[src/rtl/pwm_audio_mixer_if.sv]
//------------------------------------------------------------------------------
// pwm_audio_mixer_if : register write/read bus for the PWM audio mixer
// Rev 1.0
//------------------------------------------------------------------------------
`default_nettype none

interface pwm_audio_mixer_if #(
    parameter int ADDR_W = 4
);
    logic              i_wr_en;
    logic [ADDR_W-1:0] i_wr_addr;
    logic [31:0]       i_wr_data;
    logic [ADDR_W-1:0] i_rd_addr;
    logic [31:0]       o_rd_data;

    modport master (
        output i_wr_en, i_wr_addr, i_wr_data, i_rd_addr,
        input  o_rd_data
    );

    modport slave (
        input  i_wr_en, i_wr_addr, i_wr_data, i_rd_addr,
        output o_rd_data
    );
endinterface

`default_nettype wire

[src/rtl/pwm_audio_mixer.sv]
//------------------------------------------------------------------------------
// pwm_audio_mixer : multi-channel square-wave tone generator with PWM mix output
// Rev 1.0
//------------------------------------------------------------------------------
`default_nettype none

module pwm_audio_mixer #(
    parameter int NUM_CH   = 4,
    parameter int VOL_BITS = 4,
    parameter int DIV_BITS = 20,
    parameter int PWM_BITS = 8
) (
    input  wire logic           clk,
    input  wire logic           rstn,
    pwm_audio_mixer_if.slave    bus,
    output logic                o_aud_en,
    output logic                o_aud_pwm
);
    localparam int MIX_W     = VOL_BITS + $clog2(NUM_CH);
    localparam int SHIFT     = PWM_BITS - MIX_W;
    localparam int CTRL_ADDR = 2 * NUM_CH;

    logic                en_q;
    logic                mute_q;
    logic                en_d;
    logic                w_ctrl_wr;
    logic [DIV_BITS-1:0] w_half [NUM_CH];
    logic [VOL_BITS-1:0] w_vol  [NUM_CH];
    logic [NUM_CH-1:0]   w_lvl;
    logic [MIX_W-1:0]    mix_q;
    logic [MIX_W-1:0]    mix_d;
    logic [PWM_BITS-1:0] pcnt_q;
    logic [PWM_BITS-1:0] duty_q;
    logic [PWM_BITS-1:0] w_tgt;
    logic                pwm_q;
    logic [31:0]         rd_data_q;
    logic [31:0]         rd_data_d;
    logic                w_unused_wdata;

    assign w_unused_wdata = ^bus.i_wr_data;
    assign w_ctrl_wr      = bus.i_wr_en && (int'(bus.i_wr_addr) == CTRL_ADDR);
    // Disable takes effect on the very edge that writes EN=0.
    assign en_d           = w_ctrl_wr ? bus.i_wr_data[0] : en_q;

    always_ff @(posedge clk or negedge rstn) begin
        if (!rstn) begin
            en_q   <= 1'b0;
            mute_q <= 1'b0;
        end else if (w_ctrl_wr) begin
            en_q   <= bus.i_wr_data[0];
            mute_q <= bus.i_wr_data[1];
        end
    end

    for (genvar c = 0; c < NUM_CH; c++) begin : g_ch
        logic [DIV_BITS-1:0] half_q;
        logic [VOL_BITS-1:0] vol_q;
        logic [DIV_BITS-1:0] cnt_q;
        logic                lvl_q;
        logic                w_half_wr;
        logic                w_vol_wr;

        assign w_half_wr = bus.i_wr_en && (int'(bus.i_wr_addr) == 2 * c);
        assign w_vol_wr  = bus.i_wr_en && (int'(bus.i_wr_addr) == 2 * c + 1);
        assign w_half[c] = half_q;
        assign w_vol[c]  = vol_q;
        assign w_lvl[c]  = lvl_q;

        always_ff @(posedge clk or negedge rstn) begin
            if (!rstn) begin
                half_q <= '0;
                vol_q  <= '0;
            end else begin
                if (w_half_wr) half_q <= bus.i_wr_data[DIV_BITS-1:0];
                if (w_vol_wr)  vol_q  <= bus.i_wr_data[VOL_BITS-1:0];
            end
        end

        // A HALF write restarts the phase and overrides a coincident toggle.
        always_ff @(posedge clk or negedge rstn) begin
            if (!rstn) begin
                cnt_q <= '0;
                lvl_q <= 1'b0;
            end else if (!en_d) begin
                cnt_q <= '0;
                lvl_q <= 1'b0;
            end else if (w_half_wr) begin
                cnt_q <= '0;
            end else if (en_q) begin
                if (half_q == '0) begin
                    cnt_q <= '0;
                    lvl_q <= 1'b0;
                end else if (cnt_q == half_q - DIV_BITS'(1)) begin
                    cnt_q <= '0;
                    lvl_q <= ~lvl_q;
                end else begin
                    cnt_q <= cnt_q + DIV_BITS'(1);
                end
            end
        end
    end

    always_comb begin
        mix_d = '0;
        for (int c = 0; c < NUM_CH; c++) begin
            if (w_lvl[c]) mix_d = mix_d + MIX_W'(w_vol[c]);
        end
    end

    assign w_tgt = mute_q ? '0 : (PWM_BITS'(mix_q) << SHIFT);

    // Duty is only reloaded on the frame wrap so a frame never changes mid-way.
    always_ff @(posedge clk or negedge rstn) begin
        if (!rstn) begin
            mix_q  <= '0;
            pcnt_q <= '0;
            duty_q <= '0;
            pwm_q  <= 1'b0;
        end else if (!en_d) begin
            mix_q  <= '0;
            pcnt_q <= '0;
            duty_q <= '0;
            pwm_q  <= 1'b0;
        end else if (en_q) begin
            mix_q  <= mix_d;
            pcnt_q <= pcnt_q + PWM_BITS'(1);
            if (pcnt_q == '1) duty_q <= w_tgt;
            pwm_q  <= (pcnt_q < duty_q);
        end
    end

    always_comb begin
        rd_data_d = '0;
        for (int c = 0; c < NUM_CH; c++) begin
            if (int'(bus.i_rd_addr) == 2 * c)     rd_data_d = 32'(w_half[c]);
            if (int'(bus.i_rd_addr) == 2 * c + 1) rd_data_d = 32'(w_vol[c]);
        end
        if (int'(bus.i_rd_addr) == CTRL_ADDR) rd_data_d = {30'b0, mute_q, en_q};
    end

    always_ff @(posedge clk or negedge rstn) begin
        if (!rstn) rd_data_q <= '0;
        else       rd_data_q <= rd_data_d;
    end

    assign bus.o_rd_data = rd_data_q;
    assign o_aud_en      = en_q;
    assign o_aud_pwm     = pwm_q;
endmodule

`default_nettype wire

[src/flat_wrapper.sv]
// flat-port wrapper written by rule: the top's interface ports become plain ports
module pwm_audio_mixer_flat 
#(
    parameter int NUM_CH   = 4,
    parameter int VOL_BITS = 4,
    parameter int DIV_BITS = 20,
    parameter int PWM_BITS = 8
)
  (clk, rstn, o_aud_en, o_aud_pwm, bus_i_wr_en, bus_i_wr_addr, bus_i_wr_data, bus_i_rd_addr, bus_o_rd_data);
  pwm_audio_mixer_if #(.ADDR_W(($clog2(2 * NUM_CH + 1)))) bus_i ();
  input  wire logic clk;
  input  wire logic rstn;
  output logic o_aud_en;
  output logic o_aud_pwm;
  input wire logic [$bits(bus_i.i_wr_en)-1:0] bus_i_wr_en;
  input wire logic [$bits(bus_i.i_wr_addr)-1:0] bus_i_wr_addr;
  input wire logic [$bits(bus_i.i_wr_data)-1:0] bus_i_wr_data;
  input wire logic [$bits(bus_i.i_rd_addr)-1:0] bus_i_rd_addr;
  output wire logic [$bits(bus_i.o_rd_data)-1:0] bus_o_rd_data;
  assign bus_i.i_wr_en = bus_i_wr_en;
  assign bus_i.i_wr_addr = bus_i_wr_addr;
  assign bus_i.i_wr_data = bus_i_wr_data;
  assign bus_i.i_rd_addr = bus_i_rd_addr;
  assign bus_o_rd_data = bus_i.o_rd_data;
  pwm_audio_mixer #(.NUM_CH(NUM_CH), .VOL_BITS(VOL_BITS), .DIV_BITS(DIV_BITS), .PWM_BITS(PWM_BITS)) u_core (.clk(clk), .rstn(rstn), .bus(bus_i), .o_aud_en(o_aud_en), .o_aud_pwm(o_aud_pwm));
endmodule
[config.mk]
export PLATFORM = sky130hd
export DESIGN_NAME = pwm_audio_mixer_flat
export DESIGN_NICKNAME = d
export VERILOG_FILES = /design/src/rtl/pwm_audio_mixer_if.sv /design/src/rtl/pwm_audio_mixer.sv /design/src/flat_wrapper.sv
export SDC_FILE = /design/constraint.sdc
export NUM_CORES = 1
export LEC_CHECK = 0
export ABC_AREA = 1
export BUFFER_PORTS_ARGS = -buffer_cell sky130_fd_sc_hd__buf_2
export CELL_PAD_IN_SITES_DETAIL_PLACEMENT = 0
export CELL_PAD_IN_SITES_GLOBAL_PLACEMENT = 2
export CORE_UTILIZATION = 39
export CTS_CLUSTER_DIAMETER = 100
export DETAILED_ROUTE_END_ITERATION = 8
export PLACE_DENSITY = 0.83
export SLEW_MARGIN = 10
export SYNTH_ARGS = -nofsm -noshare
export SYNTH_HDL_FRONTEND = slang
export SYNTH_SLANG_ARGS = --single-unit
[constraint.sdc]
create_clock -name clk -period 5.1 [get_ports clk]
set_input_delay 0.51 -clock clk [delete_from_list [all_inputs] [get_ports clk]]
set_output_delay 0.51 -clock clk [all_outputs]
set_load 0.01 [all_outputs]
==> out/results.tsv <==
metric	value	unit
outcome	finished clean	
area_growth	11.46	%
total_power	6403	uW
cpMaxStageDelayCell	fa_1	
htree_num_levels	1	
cts_resized	0	
p_int	4013	uW
maxSlewHeadroom	0.1931	
first_iter_violations	763	
synth_ff_type	dfrtp_1	
synth_cells	2107	
avgSynthCellArea	7.034	um^2
ir_worst_vdd	0.3249	mV
ys_warn_count	0	
crit_chain	nand2_1, inv_1, ha_1, inv_1, fa_1, o21ai_0, inv_1, fa_1, o21ai_0, inv_1, fa_1, inv_1, nand3_1, a21oi_1, xor2_1, a22o_1	
die_h	196.9	um
io_buffers	52	
crit_path_start	u_core.g_ch[0].lvl_q	
slowest_delay	0.47	ns
cp-endpoint	u_core.mix_q[4]	
viasPerCell	5.056	
hold_path.class	in -> reg	
clk_path_buf_depth	3	
rr_worst_depth	16	
numCtsBuffers	29	
finalNetCount	2211	
regToRegSetupSlack	1.45	ns
critPathMaxFanout	6	
drive_above_1_share	0.08750	
clock_latency	0.59	ns
yosysSeqAreaShare	0.3765	
antenna_left	0	
cts_tree	done	
dpl_worst_slack	1.445	ns
grt_pass1_vias	12950	
drc	0	
report.final.slew_viol_count	0	
holdBufCountCts	1	
dieArea	38790	um^2
io_pins	77	
dp_hpwl	35070	um
tns	0	ns
cts_setup_buffers	0	
antenna_found_initial	0	
p_clk_frac	0.347	
synth_area	14820	um^2
fmax	273.8	MHz
track_usage	0.2445	
grt_start_max_net_pins	81	
crit_type	reg -> reg	
rsz0062_at_grt	no	
hold_viol_final	0	
wl_per_cell	17.27	um
end_kind	flop	
vias	13500	
start_util	0.3953	
clkTransAtPathRegs	0.06	ns
crit_required	5.56	ns
totalWireLength	46120	um
whs	0.1580	ns
ys_async_sr_fraction	1.000	
cts.sinks	223	
worstSetupStartpointType	flop	
p_per_area	387.6	nW/um^2
worstMarginPinSlew	1.207	ns
seqPwrFrac	0.382	
post-route-min-period	3.652	ns
setup_violations	0	
critPathMostFrequentCell	inv_1	
routabilityCongestion	0.8718	
cap_violations	0	
chipWidth	196.9	um
r2r-start	u_core.g_ch[0].lvl_q	
fin_crit_sh	0.7161	
switching_share	0.3732	
root_buffer	clkbuf_16	
cp.arrival	4.11	ns
grt_overflow	0	
grt_pass1_wl	73910	um
first_pass_iters	7	
yosys_register_bits	223	
leakagePower	0.007827	uW
synth-edff-count	0	
finClkSkew	0.01949	ns
rr_endpoint	u_core.mix_q[4]	
fin_ws	1.448	ns
rows	71	
diodes	0	
comb_power_share	0.272	
power.switching	2390	uW
synthDistinctLibCells	55	
core-area	37490	um^2
## cell families (layout without fill, tap and decap cells)
kind of cell	count (synthesis)	count (layout)	synth area share
and+or+nand+nor	1092	1092	0.3195
buffers and inverters	335	377	0.09261
AOI/OAI and AO/OA	305	305	0.1127
DFF	223	223	0.3765
xor gates and xnor gates	119	119	0.07033
adders and majority gates	28	28	0.02516
muxes	4	4	0.002955
other	1	12	0.0002530
## per-stage QoR
| step | utilization | cell area [um^2] | instances |
|---|---|---|---|
| 3_3_place_gp | 0.4131 | 15480 | 2619 |
| 2_1_floorplan | - | 14860 | 2118 |
| 4_1_cts | 0.4406 | 16520 | 2671 |
| 3_5_place_dp | 0.4131 | 15480 | 2619 |
| 6_report | 0.4406 | 16520 | 2671 |
| 5_1_grt | 0.4406 | 16520 | 2671 |
## critical path, delay by kind of cell (launching register included)
kind,cells,cell delay (ns)
compound gates,4,0.99
xor+xnor,1,0.09
fa+ha+maj,4,1.45
buf+inv,5,0.42
flops,1,0.43
simple gates,2,0.17
## how the worst min path moves through the flow
stage | start | to | cells after the start | slack [ns]
after floorplan | rstn | u_core.bus.o_rd_data[0] | 0 | 0.21
after global placement | u_core.mix_q[1] | u_core.mix_q[1] | 2 | 0.47
after detailed placement | u_core.mix_q[1] | u_core.mix_q[1] | 2 | 0.48
after CTS | bus_i_wr_data[16] | u_core.g_ch[3].half_q[16] | 3 | 0.13
after global routing | bus_i_wr_data[16] | u_core.g_ch[3].half_q[16] | 3 | 0.14
final | bus_i_wr_data[16] | u_core.g_ch[3].half_q[16] | 3 | 0.16
## cell usage after synthesis (2+ instances only)
master,instances,share of area
nand3_1,155,0.052
buf_6,2,0.0015
a21oi_1,66,0.022
o21ai_0,155,0.052
clkbuf_1,34,0.0086
nor2_1,212,0.054
o31ai_1,2,0.0010
or2_2,8,0.0034
nor4_1,3,0.0013
dfrtp_1,223,0.38
a22o_1,2,0.0012
xnor2_1,37,0.022
mux2_2,3,0.0023
nand4_1,56,0.024
o221ai_1,3,0.0018
o22ai_1,28,0.012
nor2_2,11,0.0046
inv_1,244,0.062
o211ai_1,4,0.0020
nor3_2,7,0.0047
o21bai_1,2,0.0010
a21o_1,2,0.0010
xor2_1,82,0.048
nor2_4,10,0.0076
nor3_1,24,0.0081
nand2_2,7,0.0030
and2_1,2,0.00084
nand3b_1,11,0.0056
ha_1,25,0.021
inv_2,13,0.0033
buf_4,17,0.0086
nand2_1,579,0.15
a211oi_1,2,0.0010
o21ai_2,11,0.0065
clkinv_1,5,0.0013
buf_2,17,0.0057
nand2_4,2,0.0015
o21ai_1,22,0.0074
fa_1,3,0.0041
## layer usage
layer	track usage	part of all wire
met5	0	0
met4	0.05340	0.023
met3	0.03371	0.042
met2	0.3840	0.45
met1	0.3557	0.49
## registers in the layout, summed over array words and instances (netlist names)
| name | count |
|---|---|
| u_core.g_ch.cnt_q | 80 |
| u_core.g_ch.vol_q | 16 |
| u_core.o_aud_en | 1 |
| u_core.mix_q | 6 |
| u_core.g_ch.lvl_q | 4 |
| u_core.duty_q | 6 |
| u_core.g_ch.half_q | 80 |
| u_core.o_aud_pwm | 1 |
| u_core.bus.o_rd_data | 20 |
| u_core.mute_q | 1 |
| u_core.pcnt_q | 8 |
## layout make-up
cell class	count	area, um^2
Sequential cell	223	5580
Multi-Input combinational cell	1560	7930
Inverter	263	989.7
Fill cell	3928	20970
Timing Repair Buffer	63	355.3
Clock inverter	16	255.2
Tap cell	511	639.4
Clock buffer	35	768.2
## placed cells by master, fill, tap and decap left out, types with 3 or more instances in the layout
| master | instances |
|---|---|
| nand2_1 | 579 |
| inv_2 | 13 |
| nor4_1 | 3 |
| nand4_1 | 56 |
| clkinvlp_4 | 4 |
| nor2_1 | 208 |
| clkinv_2 | 5 |
| clkbuf_1 | 4 |
| o22ai_1 | 28 |
| bufinv_16 | 6 |
| nor2_2 | 14 |
| nor2_4 | 11 |
| xnor2_1 | 37 |
| nor3_2 | 7 |
| xor2_1 | 82 |
| mux2_2 | 3 |
| buf_2 | 51 |
| dfrtp_1 | 223 |
| nand3b_1 | 11 |
| fa_1 | 3 |
| buf_4 | 10 |
| nand3_1 | 155 |
| a21oi_1 | 66 |
| inv_1 | 244 |
| or2_2 | 8 |
| nor3_1 | 24 |
| o21ai_2 | 11 |
| o21ai_0 | 155 |
| clkbuf_16 | 29 |
| o21ai_1 | 22 |
| o221ai_1 | 3 |
| nand2_2 | 7 |
| clkinv_1 | 5 |
| o211ai_1 | 4 |
| conb_1 | 12 |
| ha_1 | 25 |
## power groups by stage
stage          registers [uW]  clock network, uW  logic (uW)
4_1_cts                  2440               2280        1760
2_1_floorplan            2300                  0        1340
3_3_place_gp             2470                  0        1730
5_1_grt                  2490               2340        2010
6_report                 2440               2220        1740
3_5_place_dp             2470                  0        1750
Note: power is estimated with default switching activity, not from simulation.
